$ cat src/rtl/pwm_multi_ramp.sv
// CH-channel PWM sharing one period counter. Each channel runs fixed, sawtooth or triangle duty;
// duty/mode/step/period writes are shadowed and only take effect on a period boundary.
module pwm_multi_ramp #(
    parameter int unsigned CH         = 4,
    parameter int unsigned W          = 8,
    parameter int unsigned PERIOD_RST = 99,
    localparam int unsigned CW        = (CH > 1) ? $clog2(CH) : 1
) (
    input  logic          clk,
    input  logic          rst,
    input  logic          en,
    input  logic          cfg_we,
    input  logic [CW-1:0] cfg_ch,
    input  logic [W-1:0]  cfg_duty,
    input  logic [1:0]    cfg_mode,
    input  logic [W-1:0]  cfg_step,
    input  logic          per_we,
    input  logic [W-1:0]  per_val,
    output logic [CH-1:0] pwm,
    output logic          cyc_done
);
    localparam int unsigned LW = W + 1;

    logic [W-1:0]  r_cnt;
    logic [W-1:0]  r_per_act;
    logic [W-1:0]  r_per_shd;
    logic          r_per_pend;
    logic [W-1:0]  r_duty_shd [CH];
    logic [W-1:0]  r_step_shd [CH];
    logic [1:0]    r_mode_shd [CH];
    logic [LW-1:0] r_duty_act [CH];
    logic [W-1:0]  r_step_act [CH];
    logic [1:0]    r_mode_act [CH];
    logic [CH-1:0] r_pend;
    logic [CH-1:0] r_dir_dn;
    logic [CH-1:0] r_pwm;
    logic          r_cyc_done;

    logic          w_bound;
    logic          w_commit;
    logic [LW-1:0] w_lim;
    logic [CH-1:0] w_wr_sel;
    logic [LW-1:0] w_sum     [CH];
    logic [LW-1:0] w_duty_nx [CH];
    logic [CH-1:0] w_dir_nx;

    assign w_bound  = en && (r_cnt == r_per_act);
    // With the counter stopped there is no period to protect, so commit every clock.
    assign w_commit = w_bound || !en;
    assign w_lim    = {1'b0, r_per_act} + LW'(1);
    assign pwm      = r_pwm;
    assign cyc_done = r_cyc_done;

    always_comb begin
        w_dir_nx = r_dir_dn;
        for (int i = 0; i < CH; i++) begin
            w_wr_sel[i]  = cfg_we && (32'(cfg_ch) == 32'(i));
            w_sum[i]     = r_duty_act[i] + {1'b0, r_step_act[i]};
            w_duty_nx[i] = r_duty_act[i];
            if (r_step_act[i] != '0) begin
                case (r_mode_act[i])
                    2'b01: w_duty_nx[i] = (w_sum[i] > w_lim) ? '0 : w_sum[i];
                    2'b10: begin
                        if (!r_dir_dn[i]) begin
                            if (w_sum[i] >= w_lim) begin
                                w_duty_nx[i] = w_lim;
                                w_dir_nx[i]  = 1'b1;
                            end else begin
                                w_duty_nx[i] = w_sum[i];
                            end
                        end else if (r_duty_act[i] <= {1'b0, r_step_act[i]}) begin
                            w_duty_nx[i] = '0;
                            w_dir_nx[i]  = 1'b0;
                        end else begin
                            w_duty_nx[i] = r_duty_act[i] - {1'b0, r_step_act[i]};
                        end
                    end
                    default: w_duty_nx[i] = r_duty_act[i];
                endcase
            end
        end
    end

    always_ff @(posedge clk) begin
        if (rst) begin
            r_cnt      <= '0;
            r_per_act  <= W'(PERIOD_RST);
            r_per_shd  <= '0;
            r_per_pend <= 1'b0;
            r_pend     <= '0;
            r_dir_dn   <= '0;
            r_pwm      <= '0;
            r_cyc_done <= 1'b0;
            for (int i = 0; i < CH; i++) begin
                r_duty_shd[i] <= '0;
                r_step_shd[i] <= '0;
                r_mode_shd[i] <= '0;
                r_duty_act[i] <= '0;
                r_step_act[i] <= '0;
                r_mode_act[i] <= '0;
            end
        end else begin
            r_cnt      <= (!en || w_bound) ? '0 : r_cnt + W'(1);
            r_cyc_done <= w_bound;

            if (w_commit && r_per_pend) r_per_act <= r_per_shd;
            if (per_we) begin
                r_per_shd  <= per_val;
                r_per_pend <= 1'b1;
            end else if (w_commit) begin
                r_per_pend <= 1'b0;
            end

            for (int i = 0; i < CH; i++) begin
                r_pwm[i] <= en && ({1'b0, r_cnt} < r_duty_act[i]);
                // A pending commit overrides the ramp step on the same boundary.
                if (w_commit && r_pend[i]) begin
                    r_duty_act[i] <= {1'b0, r_duty_shd[i]};
                    r_step_act[i] <= r_step_shd[i];
                    r_mode_act[i] <= r_mode_shd[i];
                    r_dir_dn[i]   <= 1'b0;
                end else if (w_bound) begin
                    r_duty_act[i] <= w_duty_nx[i];
                    r_dir_dn[i]   <= w_dir_nx[i];
                end
                if (w_wr_sel[i]) begin
                    r_duty_shd[i] <= cfg_duty;
                    r_step_shd[i] <= cfg_step;
                    r_mode_shd[i] <= cfg_mode;
                    r_pend[i]     <= 1'b1;
                end else if (w_commit) begin
                    r_pend[i] <= 1'b0;
                end
            end
        end
    end
endmodule

$ cat config.mk
export PLATFORM = sky130hd
export DESIGN_NAME = pwm_multi_ramp
export DESIGN_NICKNAME = d
export VERILOG_FILES = /design/src/rtl/pwm_multi_ramp.sv
export SDC_FILE = /design/constraint.sdc
export NUM_CORES = 1
export LEC_CHECK = 0
export BUFFER_PORTS_ARGS = -buffer_cell sky130_fd_sc_hd__clkbuf_2
export CORE_MARGIN = 2
export CORE_UTILIZATION = 58
export CTS_CLUSTER_SIZE = 16
export DETAILED_ROUTE_END_ITERATION = 10
export GPL_TIMING_DRIVEN = 0
export PLACE_DENSITY = 0.85
export SETUP_SLACK_MARGIN = 0.5
export SYNTH_ARGS = -nofsm -noshare
export SYNTH_HDL_FRONTEND = slang
export SYNTH_SLANG_ARGS = --single-unit
$ cat constraint.sdc
create_clock -name clk -period 3.7 [get_ports clk]
set_input_delay 0.37 -clock clk [delete_from_list [all_inputs] [get_ports clk]]
set_output_delay 0.37 -clock clk [all_outputs]
set_load 0.05 [all_outputs]
### Word level (Yosys, flattened, before mapping)

Memories as Yosys holds them, arrays and structs flattened.
Cells that the tools add are included.

| operators by class | value |
|---|---|
| equality and inequality tests | 12 |
| reductions and logical operators | 35 |
| bitwise operators | 28 |
| muxes and demuxes | 109 |
| $add $sub $neg | 10 |
| order comparisons | 16 |

Operators by type and width:

| kind | number |
|---|---|
| 2-to-1 mux 9 bit | 28 |
| 2-to-1 mux 8 bit | 12 |
| case mux 9 bit (2 select lines) | 4 |
| 2-to-1 mux 1 bit | 57 |
| adder 9 x 8 -> 9 bit | 4 |
| >= comparator 9 bit | 4 |
| > comparator 9 bit | 4 |
| less-or-equal comparator 9 x 8 -> 1 bit | 4 |
| less-than comparator 8 x 9 -> 1 bit | 4 |
| subtractor 9 x 8 -> 9 bit | 4 |
| nonzero test 8 bit | 4 |
| bitwise OR 1 bit | 28 |
| 2-to-1 mux 2 bit | 8 |
| logical AND 1 bit | 14 |
| == test 2 bit, second input constant | 6 |
| AND reduction 3 bit | 4 |
| == test 2 x 1 -> 1 bit, second input constant | 5 |
| nonzero test 2 bit | 5 |
| OR reduction 2 bit | 5 |
| adder 8 x 1 -> 9 bit, second input constant | 1 |
| adder 8 x 1 -> 8 bit, second input constant | 1 |
| == test 8 bit | 1 |
| logical NOT 2 bit | 1 |
| logical NOT 1 bit | 1 |
| logical OR 1 bit | 1 |

| word-level totals | value |
|---|---|
| logic and storage cells | 230 |
| bits in writable memories | 148 |
| memories | 6 |
| flip-flop bits (word level) | 38 |

Memories:

| memory | words | width | rd ports | clocked after Yosys merged registers in | write ports | RTL line | text |
|---|---|---|---|---|---|---|---|
| r_duty_act | 4 | 9 | 4 | 0 | 4 | 31 | `logic [LW-1:0] r_duty_act [CH];` |
| r_duty_shd | 4 | 8 | 4 | 0 | 4 | 28 | `logic [W-1:0] r_duty_shd [CH];` |
| r_step_act | 4 | 8 | 4 | 0 | 4 | 32 | `logic [W-1:0] r_step_act [CH];` |
| r_step_shd | 4 | 8 | 4 | 0 | 4 | 29 | `logic [W-1:0] r_step_shd [CH];` |
| r_mode_act | 4 | 2 | 4 | 0 | 4 | 33 | `logic [1:0] r_mode_act [CH];` |
| r_mode_shd | 4 | 2 | 4 | 0 | 4 | 30 | `logic [1:0] r_mode_shd [CH];` |

### Logic depth before layout (Yosys ltp)

Gate-level depths: netlist (run 1).

| depth | value |
|---|---|
| depth after elaboration | 9 |
| depth in mapped cells | 17 |
| mapped depth without buffers | 17 |

### Worst setup path after synthesis (run 1)

Ideal clock, no wire load.

| timing path | value |
|---|---|
| path type | register to register |
| start | memory r_step_act[0][0] |
| end | memory r_duty_act[0][2] in the netlist's numbering (data pin) |
| cell stages (with the launch flop) | 17 |
| buffers on the path | 0 |
| arrival time | 3.560 ns |
| setup slack | -0.123 ns |
| path through | edfxtp_1 ha_1 inv_1 fa_1 o21ba_1 or4_1 nand3b_1 a21oi_1 o21bai_1 xnor2_1 inv_1 ha_1 nand3_1 o31ai_1 a21oi_1 a221oi_1 a21oi_1 |

RTL lines:

| element | RTL line |
|---|---|
| from (decl) | 32 |
| to (decl) | 31 |

==> impl_metrics.env, run 1 <==
export IMPL_coreArea_um2=21200
export IMPL_grt_pass1_wl_um=57400
export IMPL_relSlewSlack_pct=23.3
export IMPL_finalHoldViolCount=0
export IMPL_vdd_drop_max_v=0.000362
export IMPL_fmax_mhz=252
export IMPL_via_count=10956
export IMPL_ys_seq_area_share_pct=41.4
export IMPL_cp_max_fo=6
export IMPL_hpwl_um=27000
export IMPL_nets=1580
export IMPL_ys_warnings_count=0
export IMPL_power_density_nw_per_um2=365
export IMPL_via_per_inst=6.46
export IMPL_synth_cell_types=78
export IMPL_antenna_found_initial=3
export IMPL_first_global_vias=10385
export IMPL_ios=38
export IMPL_synth_fp_nets=1443
export IMPL_globalplace_congestion=0.967
export IMPL_port_buffers=36
export IMPL_power_total_mw=5.52
export IMPL_setup_viol=33
export IMPL_die_w_um=151
export IMPL_drtAntennaViolNets=0
export IMPL_drv_cap=0
export IMPL_rows=53
export IMPL_drive_above_1_share_pct=21.6
export IMPL_path_class="flip-flop to flip-flop"
export IMPL_cts_inserted_buffers=17
export IMPL_drtIter0Drc=1341
export IMPL_period_needed_ns=3.96
export IMPL_grt_total_usage_pct=34.0
export IMPL_wl_um=39800
export IMPL_grt_ovfl_total=0
export IMPL_clk_pin_slew_worst_paths_ns=0.07
export IMPL_status="finished with violations"
export IMPL_hold_path_class="input pin to flip-flop"
export IMPL_post_route_drc_count=0
export IMPL_finalCritPeriodShare_pct=107
export IMPL_final_cell_mix="edfxtp_1, ha_1, inv_1"
export IMPL_fin_util_pct=71.6
export IMPL_crit_required_ns=3.91
export IMPL_violations="setup timing"
export IMPL_synth_edf_count=148
export IMPL_worst_pin_slew_ns=1.14
export IMPL_rsz0062_at_grt="yes"
export IMPL_cts_root_buffer="clkbuf_16"
export IMPL_synth_seq_cells=186
export IMPL_layout_commonest_cell="edfxtp_1"
export IMPL_syn_area_per_cell_um2=9.91
export IMPL_grt_start_max_net_pins=19
export IMPL_synthCells=1270
export IMPL_die_y_um=151
export IMPL_cts_tree="done"
export IMPL_cts_htree_levels=4
export IMPL_die_area_um2=22900
export IMPL_cp_arrival_ns=4.17
export IMPL_ys_flop_type="edfxtp_1"
export IMPL_dr_pass1_iters=7
export IMPL_finalWorstSetupSlack_ns=-0.262
export IMPL_drv_slew=0
export IMPL_antenna_cells=0
export IMPL_cp_end_kind="flip-flop"
export IMPL_synthesis_area_um2=12600
export IMPL_async_flop_share_pct=0
export IMPL_area_growth_pct=20.4
export IMPL_finalClockSkew_ns=0.00934
export IMPL_clkLatencyLatePin_ns=0.45
export IMPL_cts_buffer_depth=2
export IMPL_leakage_nw=6.44
export IMPL_clkSinkCount=186
export IMPL_start_kind="flip-flop"
export IMPL_initial_core_util_pct=59.5
export IMPL_post_drt_wl_per_cell_um=23.5
## state kept, by name, summed over array words and instances (netlist names)
name        count
r_duty_shd     32
r_cnt           8
r_per_shd       8
r_step_act     32
cyc_done        1
r_mode_act      8
r_step_shd     32
pwm             4
r_duty_act     36
r_mode_shd      8
r_dir_dn        4
r_pend          4
r_per_pend      1
r_per_act       8
## worst paths after layout
kind	start	end	slack [ns]	cells after the start
setup / recovery	r_duty_act[3][0]	r_duty_act[3][3]	-0.26	16
hold / removal	per_val[2]	r_per_shd[2]	0.16	3
hold reg to reg	r_per_shd[4]	r_per_act[4]	0.49	2
setup reg to reg	r_duty_act[3][0]	r_duty_act[3][3]	-0.26	16
## area by class of cell
cell class / count / area, µm²
Multi-Input combinational cell: 916 / 7500
Clock inverter: 13 / 97.6
Tap cell: 275 / 344
Timing Repair Buffer: 118 / 855
Clock buffer: 19 / 443
Inverter: 119 / 450
Buffer: 49 / 250
Sequential cell: 186 / 5220
Fill cell: 1399 / 6000
## metal layers
metal  share of wire (%)  global-route usage, %  up-vias  wire, µm
met5               0.023                      0        -         9
met4                 6.6                   18.2        2      2630
met3                  11                   7.29      204      4360
met2                  46                   54.9      762     18500
met1                  36                   42.9     5138     14400
li1                    -                      -     4850         -
## critical path, cell delays in order (launching register included)
cell	delay, ns
edfxtp_1	0.37
ha_2	0.20
inv_2	0.04
fa_2	0.34
o21bai_1	0.18
a21oi_2	0.09
o311ai_2	0.27
a21oi_1	0.12
o21bai_1	0.21
xor2_1	0.24
ha_1	0.32
nand4_1	0.25
nor3_4	0.08
o31a_1	0.41
a22oi_2	0.26
nor2_1	0.09
a221o_1	0.26
## timing repair
action                     CTS  global route
setup buffers               55            25
setup endpoints to repair   49            58
hold buffers                 0             0
pin swaps                   80            37
gates resized for setup     87            50
## cell families after synthesis
family | Yosys count | share of synthesized area (%)
compound gates | 293 | 15.8
xor+xnor | 73 | 5.08
fa+ha+maj | 140 | 14.4
buf+inv | 168 | 5.11
flops | 186 | 41.4
mux | 10 | 0.795
simple gates | 400 | 17.5
## stage by stage
| stage | setup slack, ns | hold WS (ns) | setup TNS (ns) | instances | instance area [µm²] |
|---|---|---|---|---|---|
| global route | -0.394 | 0.180 | -8.89 | 1695 | 15200 |
| detailed placement | -0.586 | 0.478 | -10.01 | 1583 | 13400 |
| CTS | -0.152 | 0.158 | -0.877 | 1670 | 14700 |
| global placement | -0.519 | 0.466 | -12.41 | 1581 | 13300 |
| finish | -0.262 | 0.161 | -4.09 | 1695 | 15200 |
| floorplan | 0.222 | 0.443 | 0 | 1270 | 12800 |
## power breakdown
part | switching (mW) | internal (mW) | leakage, nW
registers | 0.0860 | 2.38 | 1.81
clock network | 0.849 | 0.883 | 0.259
logic | 0.790 | 0.539 | 4.37
total | 1.73 | 3.80 | 6.44
## cell usage after synthesis, types with 18 or more instances
library cell	count	area share, %
o21ai_0	25	0.99
o21ai_1	20	0.80
nor2b_1	18	0.89
a21oi_1	79	3.1
a21o_1	25	1.5
nand2_1	55	1.6
clkbuf_1	37	1.1
ha_1	132	13
and3_1	39	1.9
and2_1	85	4.2
o21bai_1	22	1.3
xnor2_1	38	2.6
dfxtp_1	38	6.0
inv_1	116	3.5
edfxtp_1	148	35
nand2b_1	22	1.1
nor2_1	77	2.3
nor3_1	22	0.87
nand3_1	29	1.2
xor2_1	35	2.4
No activity file was read; power rests on OpenSTA's default activity.
==> run 2, diff against run 1 <==
BUFFER_PORTS_ARGS = -buffer_cell sky130_fd_sc_hd__buf_4   (was -buffer_cell sky130_fd_sc_hd__clkbuf_2)
==> run 2 against run 1 <==
The run still ends with setup timing left. First-iteration DRC count down 1.6%. Hold slack gained 0.00068 ns. Total power rose by 2.0%.
==> impl_metrics.env, run 2 (synthesis gave the netlist of run 1 again) <==
export IMPL_status="finished with violations"
export IMPL_violations="setup timing"
export IMPL_grt_total_usage_pct=33.2
export IMPL_dp_cells=1583
export IMPL_postLayoutCellArea_um2=15400
export IMPL_relSlewSlack_pct=21.5
export IMPL_wl_um=39300
export IMPL_drtIter0Drc=1319
export IMPL_largest_reg_flops=36
export IMPL_fmax_mhz=252
export IMPL_clkSinkCount=186
export IMPL_nFillCells=1348
export IMPL_drtAntennaViolNets=0
export IMPL_cp_slowest_cell="edfxtp_1"
export IMPL_dr_pass1_iters=7
export IMPL_die_area_um2=22900
export IMPL_grt_start_max_net_pins=19
export IMPL_vdd_drop_max_v=0.000387
export IMPL_worst_pin_slew_ns=1.17
export IMPL_post_drt_wl_per_cell_um=23.1
export IMPL_cts_tree="done"
export IMPL_cts_inserted_buffers=17
export IMPL_hpwl_um=26600
export IMPL_regMostFlops="r_duty_act"
export IMPL_cp_max_fo=8
export IMPL_die_w_um=151
export IMPL_via_count=10957
export IMPL_cp_end_kind="flip-flop"
export IMPL_setup_viol=29
export IMPL_nets=1584
export IMPL_final_cells=1699
export IMPL_clkLatencyLatePin_ns=0.44
export IMPL_start_kind="flip-flop"
export IMPL_power_density_nw_per_um2=365
export IMPL_crit_chain="ha_1, buf_8, inv_2, a21oi_4, buf_4, o311ai_4, xnor2_2, inv_1, ha_2, nand4_1, or3_4, a21boi_2, a2111o_1, o22ai_1, a221o_1"
export IMPL_clk_pin_slew_worst_paths_ns=0.08
export IMPL_cp_arrival_ns=4.16
export IMPL_finalHoldViolCount=0
export IMPL_layout_commonest_cell="edfxtp_1"
export IMPL_leakage_nw=6.54
export IMPL_drv_slew=0
export IMPL_globalplace_congestion=0.959
export IMPL_holdBufCountCts=0
export IMPL_die_y_um=151
export IMPL_hold_path_class="input pin to flip-flop"
export IMPL_port_buffers=36
export IMPL_period_needed_ns=3.97
export IMPL_final_cell_mix="edfxtp_1, ha_1, buf_4"
export IMPL_rows=53
export IMPL_finalClockSkew_ns=0.00884
export IMPL_grt_ovfl_total=0
export IMPL_antenna_found_initial=3
export IMPL_path_class="flip-flop to flip-flop"
export IMPL_first_global_vias=10334
export IMPL_drive_above_1_share_pct=23.0
export IMPL_area_growth_pct=22.6
export IMPL_cts_buffer_depth=2
export IMPL_placed_area_um2=13500
export IMPL_grt_pass1_wl_um=56100
export IMPL_finalWorstSetupSlack_ns=-0.268
export IMPL_place_ws_ns=-0.486
export IMPL_cts_root_buffer="clkbuf_16"
export IMPL_ios=38
export IMPL_via_per_inst=6.45
export IMPL_coreArea_um2=21200
export IMPL_cts_htree_levels=4
export IMPL_initial_core_util_pct=59.5
export IMPL_finalCritPeriodShare_pct=107
export IMPL_crit_required_ns=3.89
export IMPL_max_stage_delay_ns=0.47
export IMPL_drv_cap=0
export IMPL_rsz0062_at_grt="yes"
export IMPL_antenna_cells=0
export IMPL_post_route_drc_count=0
## run 2: stage by stage
stage / util, % / hold WS, ns / setup TNS [ns] / total power [mW]
2_1_floorplan: - / 0.443 / 0 / 3.21
6_report: 72.9 / 0.161 / -2.13 / 5.63
5_1_grt: 72.9 / 0.167 / -7.06 / 5.80
3_3_place_gp: 63.5 / 0.470 / -12.83 / 3.48
4_1_cts: 70.0 / 0.159 / -0.376 / 5.41
3_5_place_dp: 63.6 / 0.477 / -9.90 / 3.52
## run 2: worst max-delay path: cells and delay by family, from the launching register on
family	cells	cell delay, ns
xor+xnor	1	0.20
buf+inv	4	0.45
simple gates	2	0.63
flops	1	0.47
fa+ha+maj	2	0.70
compound gates	6	1.25
## run 2: report_power, final
group / switching, mW / total (mW) / internal [mW]
registers: 0.0842 / 2.46 / 2.38
logic: 0.796 / 1.36 / 0.568
clock network: 0.867 / 1.81 / 0.942
total: 1.75 / 5.63 / 3.89
## run 2: timing repair
item | in CTS | in global routing
pin swaps | 51 | 53
buffers inserted | 48 | 36
gates cloned | 0 | 0
resized for setup | 87 | 70
setup endpoints to repair | 65 | 72
## run 2: layout make-up
type	instances	area (µm²)	share of cell area (%)
plain buffers	49	255	1.65
clock buffers	17	425	2.76
multi-input cells	916	7630	49.5
flip-flops and latches	186	5220	33.8
repair buffers	122	970	6.28
clock inverters	15	136	0.884
inverters	119	450	2.92
well taps	275	344	2.23
## run 2: final timing paths
| check | from | endpoint | slack, ns | cells past startpoint |
|---|---|---|---|---|
| hold reg to reg | r_per_shd[4] | r_per_act[4] | 0.48 | 2 |
| setup / recovery | r_duty_act[1][2] | r_duty_act[1][6] | -0.27 | 15 |
| setup reg to reg | r_duty_act[1][2] | r_duty_act[1][6] | -0.27 | 15 |
| hold / removal | per_val[4] | r_per_shd[4] | 0.16 | 3 |
## run 2: metal layers
layer,track usage [%],share of wire [%],vias to the layer above
met2,54.0,45,738
met5,0,0,-
met1,41.3,37,5156
met3,6.14,10,205
li1,-,-,4858
met4,20.1,7.5,0
